==> config.mk <==
export PLATFORM = sky130hd
export DESIGN_NAME = bluetooth_send_ctrl
export DESIGN_NICKNAME = d
export VERILOG_FILES = /design/src/rtl/bluetooth_send_ctrl_pkg.sv /design/src/rtl/bluetooth_send_ctrl.sv
export SDC_FILE = /design/constraint.sdc
export NUM_CORES = 1
export LEC_CHECK = 0
export CAP_MARGIN = 20
export CORE_MARGIN = 3
export CORE_UTILIZATION = 47
export DETAILED_ROUTE_END_ITERATION = 10
export PLACE_DENSITY = 0.86
export SYNTH_ARGS = -nofsm -noshare
export SYNTH_HDL_FRONTEND = slang
export SYNTH_SLANG_ARGS = --single-unit
==> constraint.sdc <==
create_clock -name clk -period 1.77 [get_ports clk]
set_input_delay 0.354 -clock clk [delete_from_list [all_inputs] [get_ports clk]]
set_output_delay 0.354 -clock clk [all_outputs]
set_load 0.01 [all_outputs]
==> src/rtl/bluetooth_send_ctrl_pkg.sv <==
// Shared definitions for the Bluetooth UART link controllers.
// Contents:
// - Data path and length width defaults, shared with bluetooth_receive_ctrl.
// - The 3-bit state encoding of the send sequencer, plus its enum type.
// - A helper that sizes the inter-byte gap counter.
package bluetooth_send_ctrl_pkg;

  localparam int BT_DATA_W = 8;
  localparam int BT_LEN_W  = 16;

  localparam logic [2:0] ST_IDLE      = 3'd0;
  localparam logic [2:0] ST_READ      = 3'd1;
  localparam logic [2:0] ST_WAIT_DATA = 3'd2;
  localparam logic [2:0] ST_LOAD      = 3'd3;
  localparam logic [2:0] ST_WAIT_DONE = 3'd4;
  localparam logic [2:0] ST_GAP       = 3'd5;
  localparam logic [2:0] ST_FINISH    = 3'd6;

  typedef enum logic [2:0] {
    S_IDLE      = ST_IDLE,
    S_READ      = ST_READ,
    S_WAIT_DATA = ST_WAIT_DATA,
    S_LOAD      = ST_LOAD,
    S_WAIT_DONE = ST_WAIT_DONE,
    S_GAP       = ST_GAP,
    S_FINISH    = ST_FINISH
  } send_state_e;

  // The gap counter must hold 0..gap_cycles. It is never narrower than
  // one bit, so that it stays a legal vector when the gap is disabled.
  function automatic int gap_cnt_width(input int gap_cycles);
    int w;
    w = 1;
    if (gap_cycles > 0) begin
      w = $clog2(gap_cycles + 1);
    end else begin
      w = 1;
    end
    if (w < 1) begin
      w = 1;
    end else begin
      w = w;
    end
    return w;
  endfunction

endpackage

==> src/rtl/bluetooth_send_ctrl.sv <==
// bluetooth_send_ctrl: transmit-side sequencer for the Bluetooth UART link.
//
// A start pulse (tx_en) carries a byte count. The sequencer takes that many
// bytes out of the RX buffer FIFO and hands them to the UART TX core one at a
// time. It waits for each tx_done before it fetches the next byte, and it can
// insert an optional idle gap after each byte.
//
// Ports:
//   clk          in   system clock
//   reset_p      in   asynchronous reset, active-high
//   tx_en        in   start pulse; only looked at while idle
//   data_length  in   number of bytes to send, latched with tx_en
//   fifo_empty   in   FIFO empty flag
//   fifo_dout    in   FIFO read data, valid one cycle after rd_pulse
//   rd_pulse     out  one-cycle FIFO read strobe
//   send_data    out  byte presented to the UART TX core (held until the next load)
//   send_go      out  one-cycle start strobe to the UART TX core
//   tx_done      in   UART TX byte-complete pulse
//   busy         out  high from request acceptance until the done pulse
//   done         out  one-cycle pulse when the request completes
//
// All outputs come straight from flops.
module bluetooth_send_ctrl
  import bluetooth_send_ctrl_pkg::*;
#(
  parameter int DATA_W     = BT_DATA_W,
  parameter int LEN_W      = BT_LEN_W,
  parameter int GAP_CYCLES = 100
) (
  input  logic              clk,
  input  logic              reset_p,
  input  logic              tx_en,
  input  logic [LEN_W-1:0]  data_length,
  input  logic              fifo_empty,
  input  logic [DATA_W-1:0] fifo_dout,
  output logic              rd_pulse,
  output logic [DATA_W-1:0] send_data,
  output logic              send_go,
  input  logic              tx_done,
  output logic              busy,
  output logic              done
);

  localparam int GAP_W = gap_cnt_width(GAP_CYCLES);
  // Terminal count of the gap counter. The GAP state counts 0..GAP_CYCLES-1,
  // which makes it last exactly GAP_CYCLES clocks.
  localparam logic [GAP_W-1:0] GAP_LAST = GAP_W'((GAP_CYCLES > 0) ? (GAP_CYCLES - 1) : 0);

  send_state_e       state_q,     state_d;
  logic [LEN_W-1:0]  remaining_q, remaining_d;
  logic [GAP_W-1:0]  gap_cnt_q,   gap_cnt_d;
  logic              rd_pulse_q,  rd_pulse_d;
  logic              send_go_q,   send_go_d;
  logic [DATA_W-1:0] send_data_q, send_data_d;
  logic              busy_q,      busy_d;
  logic              done_q,      done_d;

  // Next-state and next-output logic of the send sequencer
  always_comb begin
    state_d     = state_q;
    remaining_d = remaining_q;
    gap_cnt_d   = gap_cnt_q;
    rd_pulse_d  = 1'b0;
    send_go_d   = 1'b0;
    send_data_d = send_data_q;
    busy_d      = busy_q;
    done_d      = 1'b0;

    case (state_q)
      S_IDLE: begin
        if (tx_en) begin
          remaining_d = data_length;
          busy_d      = 1'b1;
          if (data_length == {LEN_W{1'b0}}) begin
            state_d = S_FINISH;
          end else begin
            state_d = S_READ;
          end
        end else begin
          state_d = S_IDLE;
        end
      end

      S_READ: begin
        if (!fifo_empty) begin
          rd_pulse_d = 1'b1;
          state_d    = S_WAIT_DATA;
        end else begin
          state_d = S_READ;
        end
      end

      // The FIFO is not show-ahead. Its data appears one cycle after the strobe.
      S_WAIT_DATA: begin
        state_d = S_LOAD;
      end

      S_LOAD: begin
        send_data_d = fifo_dout;
        send_go_d   = 1'b1;
        state_d     = S_WAIT_DONE;
      end

      S_WAIT_DONE: begin
        if (tx_done) begin
          // remaining is at least 1 here. The guard keeps the counter from
          // wrapping, even if that were ever not the case.
          if (remaining_q != {LEN_W{1'b0}}) begin
            remaining_d = remaining_q - {{(LEN_W-1){1'b0}}, 1'b1};
          end else begin
            remaining_d = remaining_q;
          end
          if (remaining_q <= {{(LEN_W-1){1'b0}}, 1'b1}) begin
            state_d = S_FINISH;
          end else if (GAP_CYCLES == 0) begin
            state_d = S_READ;
          end else begin
            gap_cnt_d = {GAP_W{1'b0}};
            state_d   = S_GAP;
          end
        end else begin
          state_d = S_WAIT_DONE;
        end
      end

      S_GAP: begin
        if (gap_cnt_q == GAP_LAST) begin
          gap_cnt_d = {GAP_W{1'b0}};
          state_d   = S_READ;
        end else begin
          gap_cnt_d = gap_cnt_q + {{(GAP_W-1){1'b0}}, 1'b1};
          state_d   = S_GAP;
        end
      end

      S_FINISH: begin
        done_d  = 1'b1;
        busy_d  = 1'b0;
        state_d = S_IDLE;
      end

      default: begin
        busy_d  = 1'b0;
        state_d = S_IDLE;
      end
    endcase
  end

  // State, counter and output registers; reset_p aborts any transfer at once
  always_ff @(posedge clk or posedge reset_p) begin
    if (reset_p) begin
      state_q     <= S_IDLE;
      remaining_q <= {LEN_W{1'b0}};
      gap_cnt_q   <= {GAP_W{1'b0}};
      rd_pulse_q  <= 1'b0;
      send_go_q   <= 1'b0;
      send_data_q <= {DATA_W{1'b0}};
      busy_q      <= 1'b0;
      done_q      <= 1'b0;
    end else begin
      state_q     <= state_d;
      remaining_q <= remaining_d;
      gap_cnt_q   <= gap_cnt_d;
      rd_pulse_q  <= rd_pulse_d;
      send_go_q   <= send_go_d;
      send_data_q <= send_data_d;
      busy_q      <= busy_d;
      done_q      <= done_d;
    end
  end

  assign rd_pulse  = rd_pulse_q;
  assign send_go   = send_go_q;
  assign send_data = send_data_q;
  assign busy      = busy_q;
  assign done      = done_q;

endmodule
==> impl_metrics.ini <==
[placed_design]
place_ws_ns = -0.5122
finalWeightedCongestion = 0.9113
port-buffer-count = 40
dpl_cell_area_mm2 = 0.003104
dp_hpwl_um = 4676
numPlacedInstances = 390

[finish]
diodes = 0
nets = 388
area_delta_synth_final_pct = 53.46
fin_area_mm2 = 0.003437
fin_cells = 408
drive_above_1_share_pct = 31.46

[sta]
slew_headroom_pct = 73.23
finalCriticalPeriod_ns = 2.023
worstMarginPinSlew_ns = 0.3979
max_freq_mhz = 494.2
finalHoldViolations = 0
rsz0062_at_grt = true
maxSlewViolCount = 0
hold_ws_ns = 0.4017
finalSetupViolCount = 12
finalCritPeriodShare_pct = 114.3
clock_skew_ns = 0.01128
layout_setup_ws_ns = -0.2534

[die]
die_w_um = 75.03
rows = 24
core_area_mm2 = 0.004474
dieArea_mm2 = 0.005630
die_height_um = 75.03
initial_utilization_pct = 50.06
pin_count = 41

[synth]
synth.distinct_cells = 54
postSynthCellCount = 253
syn-num-nets = 285
synthFlopType = dfrtp_1
syn_avg_cell_area_um2 = 8.852
ys.warnings.count = 0
synthArstFlopShare_pct = 100.0
synth-edff-count = 0
syn_area_mm2 = 0.002240
ys_seq_area_share_pct = 42.46
ys_ff_latch = 38

[grt]
grt_usage_pct = 25.87
grt_overflow = 0
antenna_found_initial = 0
grt_first_pass_wirelength_um = 11160
grt_max_degree = 39
grt_pass1_vias = 2413

[drt]
first_iter_violations = 346
antenna_left = 0
drcViolationCount = 0
drtPass1Iterations = 5
wl_per_cell_um = 20.00
vias = 2644
routed_wl_um = 8162
via_per_inst = 6.480

[clock_network]
cts_tree = yes
ctsRootBufferMaster = clkbuf_8
clock_sinks = 38
htree_levels = 2
cts_buffer_depth = 2
clk_pin_slew_ns = 0.08
cts_buffers = 5
hold_buffers = 0
clkLatencyLatePin_ns = 0.30

[critical_path]
cp_data_required_time_ns = 1.95
path_common_cell = buf_4
cp_cell_sequence = nor4_4, buf_4, buf_4, nand4_1, or4_1, a32o_1
cp_slowest_cell = or4_1
rrSetupSlack_ns = -0.25
path_delay_family = simple AND/OR/NAND/NOR gates
arrival_ns = 2.21
critical_path_buf_inv_count = 2
worst-setup-path-type = flop to flop
critPathLaunchType = flop
cp-end-kind = flop
critical-path-max-stage-delay_ns = 0.45
cp_max_fo = 4

[power]
pwr-share-seq_pct = 31.8
clkPwrFrac_pct = 10.9
leakagePower_uw = 0.001537
cellInternalPower_uw = 3075
p_switching_uw = 2284
peakVddDrop_mv = 0.9655
p_comb_share_pct = 57.2
swShare_pct = 42.62
powerDensity_mw_per_mm2 = 1559

[run]
maxCapViolCount = 0

[run_status]
outcome = complete, but fails checks
violations = negative setup slack

[worst_hold_path]
worstHoldPathType = input pin to asynchronous set/reset pin
==> registers in the layout (all words and copies together) (netlist names) <==
name         flops
remaining_q     16
send_data        8
gap_cnt_q        7
state_q          3
busy             1
done             1
rd_pulse         1
send_go          1
==> power groups by stage <==
stage	combinational, uW	sequential, uW	clock [uW]
2_1_floorplan	1290	1660	0
3_3_place_gp	2400	1620	0
3_5_place_dp	2490	1650	0
4_1_cts	2670	1650	574
5_1_grt	3270	1740	614
6_report	3070	1710	586
==> logic make-up after synthesis <==
group,share of synthesized area [%]
AOI/OAI and AO/OA,21.96
xor gates and xnor gates,0.7823
adders and majority gates,1.676
buffers and inverters,4.972
DFF,42.46
muxes,0.9497
and+or+nand+nor,27.21
==> cell usage in the layout (no fill, tap or decap), types with 4 or more instances in the layout <==
| cell type | Yosys | routed |
|---|---|---|
| inv_1 | 11 | 11 |
| clkbuf_8 | 0 | 5 |
| nand3_1 | 6 | 6 |
| o22ai_1 | 6 | 5 |
| o21ai_0 | 15 | 7 |
| o21ai_1 | 0 | 5 |
| buf_6 | 0 | 7 |
| nor3_1 | 8 | 7 |
| nand2b_1 | 5 | 4 |
| nand2_1 | 44 | 44 |
| a31oi_1 | 5 | 5 |
| buf_4 | 2 | 63 |
| o21a_1 | 5 | 5 |
| clkdlybuf4s50_1 | 0 | 37 |
| nor4_1 | 7 | 6 |
| nor2_1 | 16 | 14 |
| a21oi_1 | 10 | 8 |
| dfrtp_1 | 38 | 38 |
==> layer usage <==
metal | part of all wire, % | up-vias | global-route usage, %
met2 | 48 | 191 | 42.75
met4 | 6.3 | 0 | 11.07
li1 | - | 1131 | -
met3 | 8.5 | 65 | 5.340
met5 | 0 | - | 0
met1 | 38 | 1257 | 32.80
==> metrics by stage <==
stage | utilization (%) | TNS (ns) | total power, uW
6_report | 76.82 | -0.9820 | 5358
5_1_grt | 76.82 | -2.041 | 5621
4_1_cts | 73.74 | -0.2834 | 4892
3_5_place_dp | 69.38 | -6.090 | 4143
3_3_place_gp | 69.38 | -5.656 | 4019
2_1_floorplan | - | -0.2987 | 2945
==> area by class of cell <==
class	count	area, um2
multi-input combinational	188	1328
clock buffer	7	76.32
timing repair buffer	111	972.2
tap	52	65.06
inverter	12	45.04
fill	254	1037
sequential	38	950.9
==> cell usage after synthesis, types with 2 or more instances <==
master     count  area [um2]
a211oi_1       2       15.01
a211o_1        2       17.52
dfrtp_1       38       950.9
a21oi_1       10       50.05
nand2_1       44       165.2
a2bb2oi_1      4       35.03
o31ai_1        4       30.03
nand2b_1       5       31.28
ha_1           3       37.54
or4_1          3       22.52
nand3_1        6       30.03
nor4_4         2       42.54
or2_2          2       12.51
nor4bb_1       2       20.02
inv_1         11       41.29
xnor2_1        2       17.52
nand3b_1       3       22.52
clkbuf_1      11       41.29
nor3_1         8       40.04
o31a_1         2       17.52
or3_1          3       18.77
nor2_1        16       60.06
o21a_1         5       37.54
o311ai_0       2       17.52
o22ai_1        6       37.54
buf_2          2       10.01
nor4_1         7       43.79
o211a_1        2       20.02
o21ai_0       15       75.07
a221oi_1       2       17.52
buf_4          2       15.01
a31oi_1        5       31.28
==> worst register-to-register path, cell delays in order (launching register included) <==
cell and delay (ns):
dfrtp_1 0.42, nor4_4 0.27, buf_4 0.18, buf_4 0.14, nand4_1 0.17, or4_1 0.45, a32o_1 0.29
==> timing repair <==
| action | in CTS | in global routing |
|---|---|---|
| setup buffers | 7 | 4 |
| setup endpoints to repair | 18 | 22 |
| resized for setup | 20 | 30 |
| pin swaps | 10 | 10 |
==> final timing paths <==
check	cells after the start	start	end
worst max-delay path	6	remaining_q[9]$_DFFE_PP0P_	remaining_q[14]$_DFFE_PP0P_
worst max register to register	6	remaining_q[9]$_DFFE_PP0P_	remaining_q[14]$_DFFE_PP0P_
min in group clk	2	send_data[7]$_DFFE_PP0P_	send_data[7]$_DFFE_PP0P_
worst min register to register	2	send_data[7]$_DFFE_PP0P_	send_data[7]$_DFFE_PP0P_
max in group asynchronous	3	reset_p	remaining_q[0]$_DFFE_PP0P_
worst min-delay path	3	reset_p	remaining_q[11]$_DFFE_PP0P_
Power figures use the tool's default switching activity.
